===== src/rtl/morse_arbiter.sv =====
// Round-robin arbiter granting one of four requesters exclusive use of a morse
// blinker: load the word, let it play for SLOT_CYCLES, then hold the blinker idle for GAP_CYCLES.
//
// state | meaning
// IDLE  | no owner; arbitrate among active requests
// LOAD  | one cycle: strobe the granted word into the blinker
// PLAY  | blinker runs for SLOT_CYCLES with the grant held
// GAP   | blinker forced idle for GAP_CYCLES, then back to IDLE
module morse_arbiter #(
  parameter logic [31:0] SLOT_CYCLES = 32'd50000000,
  parameter logic [31:0] GAP_CYCLES  = 32'd5000000
) (
  input  logic        clk,
  input  logic        reset,
  input  logic [3:0]  req,
  input  logic [63:0] req_word,
  output logic [3:0]  grant,
  output logic [3:0]  done,
  output logic [15:0] blink_data,
  output logic        blink_set,
  output logic        blink_reset,
  output logic        busy
);

  typedef enum logic [1:0] {S_IDLE, S_LOAD, S_PLAY, S_GAP} state_t;

  state_t      r_state;
  logic [1:0]  r_ptr;
  logic [31:0] r_cnt;

  logic [1:0]  w_idx;
  logic [1:0]  w_cand;
  logic        w_hit;
  logic [3:0]  w_onehot;
  logic [15:0] w_word;
  logic        w_keep;

  // Scan offsets from high to low so the smallest offset from r_ptr wins.
  always_comb begin
    w_idx  = r_ptr;
    w_cand = 2'd0;
    w_hit  = 1'b0;
    for (int k = 3; k >= 0; k--) begin
      w_cand = r_ptr + 2'(k);
      if (req[w_cand]) begin
        w_idx = w_cand;
        w_hit = 1'b1;
      end
    end
  end

  assign w_onehot = 4'b0001 << w_idx;
  assign w_word   = req_word[{w_idx, 4'b0000} +: 16];
  assign w_keep   = |(req & grant);
  assign busy     = (r_state != S_IDLE);

  always_ff @(posedge clk or negedge reset) begin
    if (!reset) begin
      r_state     <= S_IDLE;
      r_ptr       <= 2'd0;
      r_cnt       <= 32'd0;
      grant       <= 4'b0000;
      done        <= 4'b0000;
      blink_data  <= 16'h0000;
      blink_set   <= 1'b0;
      blink_reset <= 1'b0;
    end else begin
      done <= 4'b0000;
      case (r_state)
        S_IDLE: begin
          if (w_hit) begin
            grant       <= w_onehot;
            r_ptr       <= w_idx + 2'd1;
            blink_data  <= w_word;
            blink_set   <= 1'b1;
            blink_reset <= 1'b1;
            r_state     <= S_LOAD;
          end
        end
        S_LOAD: begin
          blink_set <= 1'b0;
          if (w_keep) begin
            r_cnt   <= SLOT_CYCLES - 32'd1;
            r_state <= S_PLAY;
          end else begin
            grant       <= 4'b0000;
            blink_reset <= 1'b0;
            r_cnt       <= GAP_CYCLES - 32'd1;
            r_state     <= S_GAP;
          end
        end
        S_PLAY: begin
          // A dropped request wins over a normal finish: no done pulse on abort.
          if (!w_keep) begin
            grant       <= 4'b0000;
            blink_reset <= 1'b0;
            r_cnt       <= GAP_CYCLES - 32'd1;
            r_state     <= S_GAP;
          end else if (r_cnt == 32'd0) begin
            done        <= grant;
            grant       <= 4'b0000;
            blink_reset <= 1'b0;
            r_cnt       <= GAP_CYCLES - 32'd1;
            r_state     <= S_GAP;
          end else begin
            r_cnt <= r_cnt - 32'd1;
          end
        end
        S_GAP: begin
          if (r_cnt == 32'd0) begin
            r_state <= S_IDLE;
          end else begin
            r_cnt <= r_cnt - 32'd1;
          end
        end
        default: r_state <= S_IDLE;
      endcase
    end
  end

endmodule

===== config.mk =====
export PLATFORM = sky130hd
export DESIGN_NAME = morse_arbiter
export DESIGN_NICKNAME = d
export VERILOG_FILES = /design/src/rtl/morse_arbiter.sv
export SDC_FILE = /design/constraint.sdc
export NUM_CORES = 1
export LEC_CHECK = 0
export ABC_AREA = 1
export BUFFER_PORTS_ARGS = -buffer_cell sky130_fd_sc_hd__buf_2
export CORE_MARGIN = 2
export CORE_UTILIZATION = 25
export CTS_CLUSTER_SIZE = 25
export DETAILED_ROUTE_END_ITERATION = 8
export SLEW_MARGIN = 10
export SYNTH_ARGS = -nofsm -noshare
export SYNTH_HDL_FRONTEND = slang
export SYNTH_SLANG_ARGS = --single-unit

===== constraint.sdc =====
create_clock -name clk -period 5.73 [get_ports clk]
set_input_delay 0.573 -clock clk [delete_from_list [all_inputs] [get_ports clk]]
set_output_delay 0.573 -clock clk [all_outputs]
set_load 0.03 [all_outputs]

== Yosys cells after proc, flatten, opt, wreduce, memory -nomap -nowiden ==
Index checks and enable logic that the tools add are counted.
W data, S select, Z words.

* Register bits after elaboration: 62
* Output and inout bits: 27

* Add/sub/neg operators: 5
* Magnitude comparators: 4
* Equal/unequal tests: 8
* Shift-type cells: 2
* Multiplexer cells: 41
* Bitwise logic cells: 1
* Reduce and logical (&&, ||, !) cells: 12

{| class="wikitable"
|+ Operators by type and width
! cell !! number
|-
| $mux W32 || 3
|-
| $pmux W32 S3 || 1
|-
| $shiftx A64 B7 Y16 || 1
|-
| $logic_not A32 Y1 || 1
|-
| $sub A32 B1 Y32 const B || 1
|-
| $mux W4 || 7
|-
| $mux W26 || 1
|-
| $mux W2 || 8
|-
| $mux W1 || 13
|-
| $lt A2 B3 Y1 const B || 4
|-
| $pmux W4 S3 || 1
|-
| $bmux W1 S2 || 4
|-
| $ne A2 B2 Y1 const B || 4
|-
| $pmux W2 S4 || 1
|-
| $reduce_and A2 Y1 || 3
|-
| $reduce_bool A3 Y1 || 2
|-
| $add A2 B1 Y2 const B || 2
|-
| $add A2 B2 Y2 const B || 2
|-
| $and A4 B4 Y4 || 1
|-
| $eq A2 B2 Y1 const B || 2
|-
| $reduce_and A4 Y1 || 1
|-
| $reduce_bool A2 Y1 || 2
|-
| $reduce_or A4 Y1 || 1
|-
| $shl A1 B2 Y4 const A || 1
|-
| other kinds (6) || 6
|}

== Depth between registers and ports, before layout ==
Gate-level depths: netlist of run 1.

* Depth in word-level cells: 10
* Depth in mapped cells: 16
* Mapped depth without buffers: 14

== Worst setup path before layout of run 1 ==
OpenSTA, ideal clock, no wires.

* Path type: input-to-reg
* From: input req[3]
* To: register r_ptr[1]
* Setup time: 126 ps
* Data arrival time: 1788 ps
* Data required time: 5604 ps
* Path slack: 3815 ps
* Cell stages on the path: 14
* Path buffers: 1
* Path through: inv_1 > nand2_1 > nand3_1 > nand2_1 > inv_1 > nand2_1 > nand2_2 > nand2_2 > nand2_4 > nand2_8 > buf_6 > ha_1 > nand2_1 > o21ai_0

* Word-level cells in the longest chain between the ends: 7
* Elaborated cells on any way between the ends: 18
* Classes of those cells: 1 x add/sub; 16 x mux; 1 x reduce/logical

{| class="wikitable"
|+ RTL lines
! item !! RTL line !! RTL
|-
| start, declared || 15 || <nowiki>input logic [3:0] req,</nowiki>
|-
| $bmux W1 S2 || 45 || <nowiki>if (req[w_cand]) begin</nowiki>
|-
| $mux W1 (not written as such) || 45 ||
|-
| $mux W2 / $mux W1 (equally long branches) (4 in a row) || 45 ||
|-
| $add A2 B1 Y2 / $reduce_and A2 Y1 (equally long branches) || - ||
|-
| end signal, assigned || 73 || <nowiki>r_ptr <= w_idx + 2'd1;</nowiki>
|-
| end, declared || 28 || <nowiki>logic [1:0] r_ptr;</nowiki>
|}

Several ways; a longest one is shown, not always the timed one. The select of a mux whose other input is x is not followed.
A chain may end at the register's enable or synchronous reset.

== Worst setup path after layout of run 1 ==
* From: register r_ptr[0]
* To: register r_ptr[1]

* Word-level cells in the longest chain between the ends: 8
* Elaborated cells on any way between the ends: 21
* Classes of those cells: 4 x add/sub; 16 x mux; 1 x reduce/logical

{| class="wikitable"
|+ RTL lines
! item !! RTL line !! RTL
|-
| $add A2 B2 Y2 || 44 || <nowiki>w_cand = r_ptr + 2'(k);</nowiki>
|-
| $bmux W1 S2 || 45 ||
|-
| $mux W1 (not written as such) || 45 ||
|-
| $mux W2 / $mux W1 (equally long branches) (4 in a row) || 45 ||
|-
| $add A2 B1 Y2 / $reduce_and A2 Y1 (equally long branches) || - ||
|}

Several ways; a longest one is shown, not always the timed one. The select of a mux whose other input is x is not followed.

==> metrics.md, run 1 <==
| Metric | Value |
|---|---|
| Vias in the first global route | `4,087` |
| Most common cell after layout, fill and taps aside | `nand2_1` |
| Via Count | `roughly 4,200` |
| RSZ-0062 raised after global routing | `no` |
| Full die area | `18,300 um2` |
| Area contributors post-synth | `dfrtp_1 (36%), nand2_1 (16%), nand3_1 (13%)` |
| Detail Route Antenna Nets | `0` |
| Die Y-Extent | `around 140 um` |
| Storage cell area | `1550 um2` |
| H-tree Lvls | `3` |
| Global-route wire length before repair | `19.2 mm` |
| Final GP Congestion | `0.840` |
| Most frequent cells in the layout | `nand2_1 (185), nand3_1 (112), buf_2 (96), dfrtp_1 (62)` |
| CTS tree | `yes` |
| Largest area contributor in the netlist | `dfrtp_1` |
| DRT Wirelength | `11.2 mm` |
| Core Box Area | `17,100 um2` |
| CTS root buffer | `clkbuf_16` |
| Final nets | `782` |
| Post-Syn Area | `4320 um2` |
| Slew Limit Headroom | `45.3%` |
| Post-synth top area share | `35.9%` |
| VDD IR-drop max | `0.000314 V` |
| Die Width | `135 um` |
| Data arrival, critical path | `2.61 ns` |
| Mapped Nets | `693` |
| Max Cap Viol | `0` |
| Drt first-iter violations | `~200` |
| Largest family of logic cells by synthesized area | `simple AND/OR/NAND/NOR gates` |
| Inserted Diodes | `0` |
| Antenna violations before repair | `0` |
| Multi-input gate area | `2350 um2` |
| CTS max path bufs | `2` |
| PostCTS Resize Cnt | `0` |
| FMAX | `about 0.42 GHz` |
| Total track usage | `13.0%` |
| Tot Pwr | `3150 uW` |
| Pre-CTS setup slack | `3.33 ns` |
| Period utilization | `approximately two fifths` |
| IO Count | `97` |
| Worst slew pin tran | `a little over 0.8 ns` |
| CP Data Required Time | `5.94 ns` |
| # hold bufs at CTS | `0` |
| P&R area growth vs syn | `21.5%` |
| CP Launch Type | `flop` |
| Clock tree sinks | `62` |
| Post-DR vias/cell | `4.51` |
| Library cells used by synthesis | `38` |
| Power Density | `601 nW/um2` |
| Pleak | `approximately 0.0027 uW` |
| Remaining global-route overflow | `0` |
| Number of fill cells in the layout | `1,845` |
| Hold Crit Class | `primary input to asynchronous set/reset pin` |
| Status | `finished, final reports clean` |
| Pre-Repair DR Iteration Count | `4` |
| Clock transition at path regs | `0.06 ns` |
| Critical path class | `flop to flop` |
| Asr flop ratio synth | `100%` |
| WL/cell | `12.1 um` |
| Worst Path Max Fanout | `36` |
| I/O Buffers | `96` |
| Pin count of the biggest net entering global routing | `63` |
| Post-synthesis compound-gate area fraction | `5.88%` |
| Slew Limit Fails | `0` |
| DPL Wire Length | `8.37 mm` |
| Layout cell share with drive strength beyond 1 | `between 20% and 30%` |
| # rows | `48` |
| Post-synth EDFFs | `0` |
| Synthesized area per cell | `7.07 um2` |
| Yosys warns | `0` |
| Flops & latches, synth | `62` |
| Final WS setup | `3.33 ns` |
| Starting density of the core | `25.2%` |
| Setup Skew | `around 0.011 ns` |
| Worst Setup End Kind | `flop` |
| Setup violations, final | `0` |
| Clock Latency Late Sink | `between 0.3 and 0.4 ns` |
| Post-layout minimum cycle time | `2.40 ns` |
| Residual DRC | `0` |
| XOR/XNOR Fraction of Synth Area | `about 2.6%` |
| Post-synthesis sequential area ratio | `35.9%` |
| Post-Syn Instances | `611` |
| Post-synthesis mux area share | `0%` |
| Hold Vio Cnt, Final | `0` |
| Post-Synth Simple-Gate Area | `between 40% and 50%` |
| Synth Area in Adders | `3.48%` |
| Post-synth top flop | `dfrtp_1` |
| Post-CTS Setup Inserts | `0` |
| Total CTS buffers | `9` |
| Setup_tns | `0 ns` |
-- sequential cells by signal, summed over array words and instances, names as in the netlist --
signal / flops
grant: 4
blink_set: 1
r_state: 2
r_ptr: 2
blink_data: 16
r_cnt: 32
done: 4
blink_reset: 1
-- Yosys cell counts (2+ instances only) --
cell type / count
buf_4: 5
a22oi_2: 4
or2_2: 2
nor2_1: 57
buf_6: 9
nand3_2: 3
nor4_1: 4
o22ai_1: 2
nor3_1: 10
xor2_1: 11
a31oi_1: 2
nand2_2: 6
o21ai_1: 3
a21oi_1: 8
buf_2: 6
nand4_1: 3
nand2_1: 185
inv_2: 7
dfrtp_1: 62
nor2_2: 7
nor2_4: 2
nand2_4: 3
nand3_1: 112
nand3_4: 2
xnor2_1: 2
inv_1: 57
ha_1: 12
o21ai_0: 15
-- per-layer routing --
| layer | share of wire (%) | routed length, um | GRT usage [%] | vias to the layer above |
|---|---|---|---|---|
| met5 | 0 | 0 | 0 | - |
| met4 | 2.1 | 235 | 5.61 | 0 |
| met3 | 7.2 | 807 | 3.03 | 21 |
| met2 | 45 | 5060 | 20.9 | 177 |
| met1 | 46 | 5140 | 16.8 | 1851 |
| li1 | - | - | - | 2142 |
-- layout make-up --
cell class,instances,share of cell area (%)
Inverter,65,4.74
Clock inverter,7,1.86
Clock buffer,9,4.29
Sequential cell,62,29.5
Multi-Input combinational cell,464,44.8
Tap cell,225,5.36
Timing Repair Buffer,98,9.44
-- power by group --
group | internal (uW) | switching [uW]
registers | 589 | 135
logic | 561 | 1280
clock network | 382 | 209
total | 1530 | 1620
-- kinds of logic (layout without fill, tap and decap cells) --
kind of cell | Yosys count | in the layout
AND/OR/NAND/NOR | 400 | 400
buffers and inverters | 85 | 179
flip-flops | 62 | 62
AO/OA/AOI/OAI | 39 | 39
XOR/XNOR | 13 | 13
adder cells (fa/ha/maj) | 12 | 12
-- stage by stage --
step | std cells | area [um2] | hold slack (ns) | utilization [%]
3_3_place_gp | 914 | 4930 | 0.462 | 28.8
4_1_cts | 930 | 5250 | 0.456 | 30.7
3_5_place_dp | 914 | 4930 | 0.464 | 28.8
5_1_grt | 930 | 5250 | 0.492 | 30.7
6_report | 930 | 5250 | 0.407 | 30.7
2_1_floorplan | 611 | 4320 | 0.277 | -
-- worst max-delay path: stages, from the launching register on --
cell and delay [ns]:
dfrtp_1 0.55, inv_6 0.17, nand2_1 0.06, nand2_1 0.11
nand2_1 0.08, nand2_1 0.08, inv_2 0.05, nand2_2 0.09
nand3_4 0.31, nand2_8 0.34, ha_1 0.27, nand2_1 0.06
o21ai_0 0.07
-- path summary, 6_finish.rpt --
check	startpoint	endpoint	slack (ns)	depth (start not counted)
max in group asynchronous	reset	r_cnt[7]	4.77	2
min in group clk	blink_data[14]	blink_data[14]	0.48	2
worst max register to register	r_ptr[0]	r_ptr[1]	3.33	12
worst min-delay path	reset	r_cnt[31]	0.41	2
worst max-delay path	r_ptr[0]	r_ptr[1]	3.33	12
worst min register to register	blink_data[14]	blink_data[14]	0.48	2
Note: power is estimated with default switching activity, not from simulation.
==> run 2, diff against run 1 <==
==> constraint.sdc (replaced) <==
create_clock -name clk -period 1.9 [get_ports clk]
set_input_delay 0.19 -clock clk [delete_from_list [all_inputs] [get_ports clk]]
set_output_delay 0.19 -clock clk [all_outputs]
set_load 0.03 [all_outputs]
==> run 2 against run 1 <==
Core utilization is 6.0 points higher; register-to-register slack worse by 3.3 ns; sequential power grew to 2.9 times the previous value; clock skew is 0.0042 ns lower; worst hold slack worse by 0.24 ns; design area is 20% higher; sequential share of layout area is 4.8 points lower; clock power grew to 2.9 times the previous value; global-route usage is 0.71 points higher; clock-buffer cell count stayed put; first-iteration DRC count is 25% higher; setup slack worse by 3.3 ns; critical endpoint is now blink_data[7]; largest power group unchanged.
==> metrics.md, run 2 (synthesized netlist as in run 1, its figures left out) <==
| Metric | Value |
|---|---|
| Hold Vio Cnt, Final | `0 (unchanged)` |
| Critical path class | `flop to flop` |
| Max incr delay on CP | `0.45 ns (-0.10 ns)` |
| Total track usage | `13.7% (+0.71 points)` |
| Clock Latency Late Sink | `0.34 ns (about the same)` |
| Biggest registers after layout | `r_cnt: 32 flops, blink_data: 16 flops` |
| Global-route wire length before repair | `20.2 mm (+5.1%)` |
| Layout cell share with drive strength beyond 1 | `37.6% (+15 points)` |
| CP bufs+invs | `2 (unchanged)` |
| CTS max path bufs | `2 (unchanged)` |
| Period utilization | `97.6% (+56 points)` |
| Storage cell area | `1550 um2 (+0.16%)` |
| WL/cell | `12.4 um (+2.9%)` |
| Number of fill cells in the layout | `1,780 (-3.5%)` |
| Core Box Area | `17,100 um2 (unchanged)` |
| Multi-input gate area | `2610 um2 (+11%)` |
| Top reg by flops | `r_cnt` |
| Total CTS buffers | `9 (unchanged)` |
| Status | `finished, final reports clean` |
| Data arrival, critical path | `2.09 ns (-0.52 ns)` |
| Drt first-iter violations | `247 (+25%)` |
| Full die area | `18,300 um2 (unchanged)` |
| Most frequent cells in the layout | `nand2_1 (166), nand3_1 (106), buf_2 (96), buf_4 (71), dfrtp_1 (60)` |
| DRT Wirelength | `12.7 mm (+13%)` |
| CTS root buffer | `clkbuf_16` |
| Max Cap Viol | `0 (unchanged)` |
| Slew Limit Headroom | `66.1% (+21 points)` |
| Starting density of the core | `25.2% (unchanged)` |
| Final nets | `870 (+11%)` |
| Tot Pwr | `11,600 uW (+270%)` |
| Pin count of the biggest net entering global routing | `63 (unchanged)` |
| Most common cell on crit path | `nand2_1` |
| Remaining global-route overflow | `0 (unchanged)` |
| Antenna violations before repair | `0 (unchanged)` |
| Slew Limit Fails | `0 (unchanged)` |
| Hold Crit Class | `primary input to flop` |
| Post-layout minimum cycle time | `1.85 ns (-0.543 ns)` |
| Worst slew pin tran | `0.507 ns (-0.314 ns)` |
| Die Width | `135 um (unchanged)` |
| Cell family with most CP delay | `simple AND/OR/NAND/NOR gates` |
| Vias in the first global route | `4,288 (+4.9%)` |
| Most common cell after layout, fill and taps aside | `nand2_1` |
| Max reg flops | `32 (unchanged)` |
| Final GP Congestion | `0.827 (-1.6%)` |
| CP Launch Type | `flop` |
| Clock tree sinks | `62 (unchanged)` |
| I/O Buffers | `96 (unchanged)` |
| Inserted Diodes | `0 (unchanged)` |
| Worst Path Max Fanout | `19 (-47%)` |
| RSZ-0062 raised after global routing | `yes` |
| CP Cell Sequence | `buf_6 -> nand2_1 -> o21ai_4 -> nand2_1 -> nand2_2 -> nand2_2 -> nand2_4 -> nand3_4 -> nand2_8 -> buf_12 -> nand2_1 -> nand3_1 -> nand3_1 -> nand2_1` |
| Via Count | `4,508 (+7.6%)` |
| Pleak | `0.00317 uW (+17%)` |
| Clock transition at path regs | `0.06 ns (about the same)` |
| Worst Setup End Kind | `flop` |
| Slowest cell on the critical path | `dfrtp_2` |
| Power Density | `1840 nW/um2 (+210%)` |
| Setup Skew | `0.00713 ns (-0.00421 ns)` |
| Setup violations, final | `0 (unchanged)` |
| IO Count | `97 (unchanged)` |
| Die Y-Extent | `135 um (unchanged)` |
| Final Instance Count excl. Fillers | `1,018 (+9.5%)` |
| Dpl cells | `982 (+7.4%)` |
| # rows | `48 (unchanged)` |
| P&R area growth vs syn | `45.4%` |
| H-tree Lvls | `3 (unchanged)` |
| DPL Wire Length | `9.12 mm (+8.9%)` |
| Pre-Repair DR Iteration Count | `5 (+1)` |
| FMAX | `0.540 GHz (+29%)` |
| CTS tree | `yes` |
| Post-DR vias/cell | `4.43 (-1.7%)` |
| Detail Route Antenna Nets | `0 (unchanged)` |
| CP Data Required Time | `2.13 ns (-3.81 ns)` |
| Residual DRC | `0 (unchanged)` |
| VDD IR-drop max | `0.000942 V (+200%)` |
## run 2: cell types whose count changed in the layout (fill, tap and decap cells not counted), sizes merged
cell / previous run / this run
buf: 98 / 182
a21oi: 10 / 12
bufinv: 2 / 1
clkinv: 2 / 3
clkinvlp: 2 / 1
dlygate4sd3: 0 / 1
inv: 66 / 67
nand3: 117 / 118
## run 2: final cells by class
| class | count | area share (%) |
|---|---|---|
| Multi-Input combinational cell | 467 | 41.5 |
| Inverter | 65 | 4.20 |
| Clock buffer | 9 | 3.59 |
| Tap cell | 225 | 4.48 |
| Clock inverter | 7 | 1.29 |
| Sequential cell | 62 | 24.7 |
| Timing Repair Buffer | 183 | 20.2 |
## run 2: power by group
group / internal (uW) / switching [uW] / total (uW)
Clock: 1030 / 674 / 1700
Sequential: 1780 / 294 / 2080
Combinational: 3180 / 4610 / 7800
## run 2: metal layers
| layer | global-route usage [%] | part of all wire (%) | up-vias |
|---|---|---|---|
| li1 | - | - | 2325 |
| met1 | 16.8 | 44 | 2012 |
| met3 | 3.82 | 6.0 | 18 |
| met2 | 23.3 | 48 | 153 |
| met5 | 0 | 0 | - |
| met4 | 4.40 | 1.8 | 0 |
## run 2: stage by stage
| stage | setup WS, ns | hold WS, ns | TNS [ns] | util [%] | area (um2) |
|---|---|---|---|---|---|
| 2_1_floorplan | 0.0574 | -0.106 | 0 | - | 4320 |
| 3_3_place_gp | -0.0191 | 0.247 | -0.0297 | 32.3 | 5530 |
| 3_5_place_dp | -0.0270 | 0.234 | -0.145 | 32.3 | 5530 |
| 4_1_cts | 0.0107 | 0.158 | 0 | 34.1 | 5840 |
| 5_1_grt | -0.0788 | 0.183 | -1.01 | 36.7 | 6280 |
| 6_report | 0.0465 | 0.169 | 0 | 36.7 | 6280 |
## run 2: repair_timing
action	in CTS	in global routing
gates resized for setup	1	87
cloned	0	3
pin swaps	1	24
hold endpoints to repair	62	0
hold buffers	1	0
setup buffers	0	16
setup endpoints to repair	14	59
## run 2: path summary, 6_finish.rpt
check	startpoint	end	slack [ns]	cells after the start
max in group asynchronous	reset	r_ptr[0]	1.20	3
worst min-delay path	req_word[54]	blink_data[6]	0.17	5
worst max-delay path	r_ptr[0]	blink_data[7]	0.05	14
min in group asynchronous	reset	r_cnt[30]	0.40	3
worst min register to register	blink_data[5]	blink_data[5]	0.48	2
worst max register to register	r_ptr[0]	blink_data[7]	0.05	14
## run 2: worst register-to-register path, delay by kind of cell (launching register included)
kind                   cells  cell delay (ns)
AND/OR/NAND/NOR           11             0.93
buffers and inverters      2             0.30
AO/OA/AOI/OAI              1             0.07
flip-flops                 1             0.45
==> run 3, diff against run 2 <==
--- a/config.mk
+++ b/config.mk
@@ -11,6 +11,7 @@
 export CORE_UTILIZATION = 25
 export CTS_CLUSTER_SIZE = 25
 export DETAILED_ROUTE_END_ITERATION = 8
+export RECOVER_POWER = 100
 export SLEW_MARGIN = 10
 export SYNTH_ARGS = -nofsm -noshare
 export SYNTH_HDL_FRONTEND = slang
==> constraint.sdc (replaced) <==
create_clock -name clk -period 1.9 [get_ports clk]
set_input_delay 0.19 -clock clk [delete_from_list [all_inputs] [get_ports clk]]
set_output_delay 0.19 -clock clk [all_outputs]
set_load 0.01 [all_outputs]
==> run 3 against run 2 <==
Worst hold slack lost 0.0013 ns; sequential share of layout area rose by 0.18 points; clock power about the same; via count unchanged; die area did not move; power down 3.5%; combinational power fell by 5.4%; core utilization is 0.27 points lower; first-iteration DRC count up 4.5%.
==> metrics.md, run 3 (synthesized netlist as in run 1, its figures left out) <==
| Metric | Value |
|---|---|
| Status | `finished, final reports clean` |
| VDD IR-drop max | `0.000873 V (-7.3%)` |
| Starting density of the core | `25.2% (unchanged)` |
| Power Density | `1790 nW/um2 (-2.8%)` |
| Die Width | `135 um (unchanged)` |
| Biggest registers after layout | `r_cnt: 32 flops, blink_data: 16 flops` |
| Max Cap Viol | `0 (unchanged)` |
| Clock transition at path regs | `0.06 ns (about the same)` |
| P&R area growth vs syn | `44.3%` |
| Slew Limit Fails | `0 (unchanged)` |
| Core Box Area | `17,100 um2 (unchanged)` |
| Layout cell share with drive strength beyond 1 | `34.2% (-3.4 points)` |
| Setup violations, final | `0 (unchanged)` |
| Sw frac | `46.9% (-1.3 points)` |
| Psw | `5240 uW (-6.1%)` |
| Worst Setup End Kind | `flop` |
| R2r setup slk | `0.05 ns (about the same)` |
| CTS max path bufs | `2 (unchanged)` |
| Pre-Repair DR Iteration Count | `4 (-1)` |
| Critical path class | `flop to flop` |
| Global-route wire length before repair | `20.2 mm (unchanged)` |
| FMAX | `0.541 GHz (+0.25%)` |
| CTS root buffer | `clkbuf_16` |
| Post-layout minimum cycle time | `1.85 ns (-0.00466 ns)` |
| Most common cell after layout, fill and taps aside | `nand2_1` |
| Hold Vio Cnt, Final | `0 (unchanged)` |
| H-tree Lvls | `3 (unchanged)` |
| Final nets | `870 (unchanged)` |
| Final WS setup | `0.0512 ns (+0.00466 ns)` |
| Tot Pwr | `11,200 uW (-3.5%)` |
| Worst Path Max Fanout | `4 (-15)` |
| Inserted Diodes | `0 (unchanged)` |
| Setup Skew | `0.00637 ns (-0.000764 ns)` |
| Slew Limit Headroom | `39.8% (-26 points)` |
| Top reg by flops | `r_cnt` |
| RSZ-0062 raised after global routing | `yes` |
| Hold_sp | `req_word[56]` |
| Die Y-Extent | `135 um (unchanged)` |
| Data arrival, critical path | `2.12 ns (+0.03 ns)` |
| Full die area | `18,300 um2 (unchanged)` |
| Pleak | `0.00308 uW (-3.1%)` |
| Drt first-iter violations | `258 (+4.5%)` |
| Crit path launch | `r_cnt[3]` |
| CTS tree | `yes` |
| Clock Latency Late Sink | `0.34 ns (about the same)` |
| Hold Crit Class | `primary input to flop` |
| Reg power frac | `18.7% (+0.8 points)` |
| Residual DRC | `0 (unchanged)` |
| Pre-CTS setup slack | `-0.0270 ns (unchanged)` |
| R2R cell count | `11 (-3)` |
| Antenna violations before repair | `0 (unchanged)` |
| Total track usage | `13.7% (unchanged)` |
| DRT Wirelength | `12.6 mm (-0.21%)` |
| Clock power share | `15.3% (+0.6 points)` |
| Clock tree sinks | `62 (unchanged)` |
| R2r startpoint | `r_cnt[3]` |
| Hold path depth | `5 (unchanged)` |
| Post-DR vias/cell | `4.43 (unchanged)` |
| CP Data Required Time | `2.17 ns (+0.04 ns)` |
| Max reg flops | `32 (unchanged)` |
| Worst reg2reg path endpoint | `r_cnt[28]` |
| # rows | `48 (unchanged)` |
| Most frequent cells in the layout | `nand2_1 (166), nand3_1 (106), buf_4 (71), buf_2 (69), dfrtp_1 (60)` |
| I/O Buffers | `96 (unchanged)` |
| Period utilization | `97.3% (-0.25 points)` |
| DPL Wire Length | `9.12 mm (unchanged)` |
| Hold EP | `blink_data[8]` |
| Vias in the first global route | `4,288 (unchanged)` |
| Detail Route Antenna Nets | `0 (unchanged)` |
| Cell internal pwr | `5930 uW (-1.1%)` |
| WL/cell | `12.4 um (-0.21%)` |
| IO Count | `97 (unchanged)` |
| Remaining global-route overflow | `0 (unchanged)` |
| Via Count | `4,508 (unchanged)` |
| Post-Route Utilization | `36.4% (-0.27 points)` |
| CP Launch Type | `flop` |
| Total CTS buffers | `9 (unchanged)` |
| Combinational Power Share | `66.1% (-1.3 points)` |
| Pin count of the biggest net entering global routing | `63 (unchanged)` |
| Worst slew pin tran | `0.903 ns (+0.396 ns)` |
| Final GP Congestion | `0.827 (unchanged)` |
[run 3: cell types whose count changed in the layout (fill, tap and decap cells not counted)]
cell      previous run  this run
clkbuf_4             0         1
buf_12               8         7
clkbuf_1             0        27
buf_2               96        69
[run 3: per-stage QoR]
stage | TNS (ns) | instance area, um2 | instances | hold slack [ns]
floorplan | 0 | 4320 | 611 | -0.106
global placement | -0.0297 | 5530 | 982 | 0.247
detailed placement | -0.145 | 5530 | 982 | 0.234
CTS | 0 | 5840 | 999 | 0.158
global route | -1.01 | 6230 | 1018 | 0.183
finish | 0 | 6230 | 1018 | 0.168
[run 3: worst max path at each step]
stage                     slack [ns]        endpoint
final                           0.05       r_cnt[28]
after global routing           -0.08  blink_data[12]
after CTS                       0.01   blink_data[7]
after detailed placement       -0.03   blink_data[7]
after global placement         -0.02   blink_data[6]
after floorplan                 0.06        r_ptr[1]
[run 3: cell type report]
cell class	instances	area [um2]
well taps	225	282
flip-flops and latches	62	1550
fillers	1800	10900
clock buffers	9	225
clock inverters	7	81.3
inverters	65	264
repair buffers	183	1220
multi-input cells	467	2610
[run 3: critical path, cell delays in order (launching register included)]
cell	delay [ns]
dfrtp_1	0.41
nor2_2	0.22
nand2_1	0.14
nor3_4	0.18
nand2_2	0.09
inv_2	0.08
nand3_1	0.17
nor3_2	0.17
nand2_1	0.11
nand2_1	0.08
nand2_1	0.04
nor2_1	0.08
[run 3: per-layer routing]
layer	global-route usage [%]	vias to the layer above	part of all wire, %
li1	-	2325	-
met1	16.8	2021	45
met2	23.3	144	48
met3	3.82	18	5.8
met4	4.40	0	1.8
met5	0	-	0
[run 3: what timing repair did]
| action | CTS | global route |
|---|---|---|
| gates resized for setup | 1 | 87 |
| endpoints found under the setup margin | 14 | 59 |
| pin swaps | 1 | 24 |
| hold buffers | 1 | 0 |
| endpoints found under the hold margin | 62 | 0 |
| cloned | 0 | 3 |
| buffers inserted | 0 | 16 |
[run 3: power by group through the flow]
stage / clock network (uW) / logic (uW) / registers, uW
detailed placement: 0 / 6440 / 2080
CTS: 1750 / 6450 / 2080
finish: 1700 / 7380 / 2080
global placement: 0 / 6420 / 2080
global route: 1820 / 8190 / 2140
floorplan: 0 / 4320 / 2170
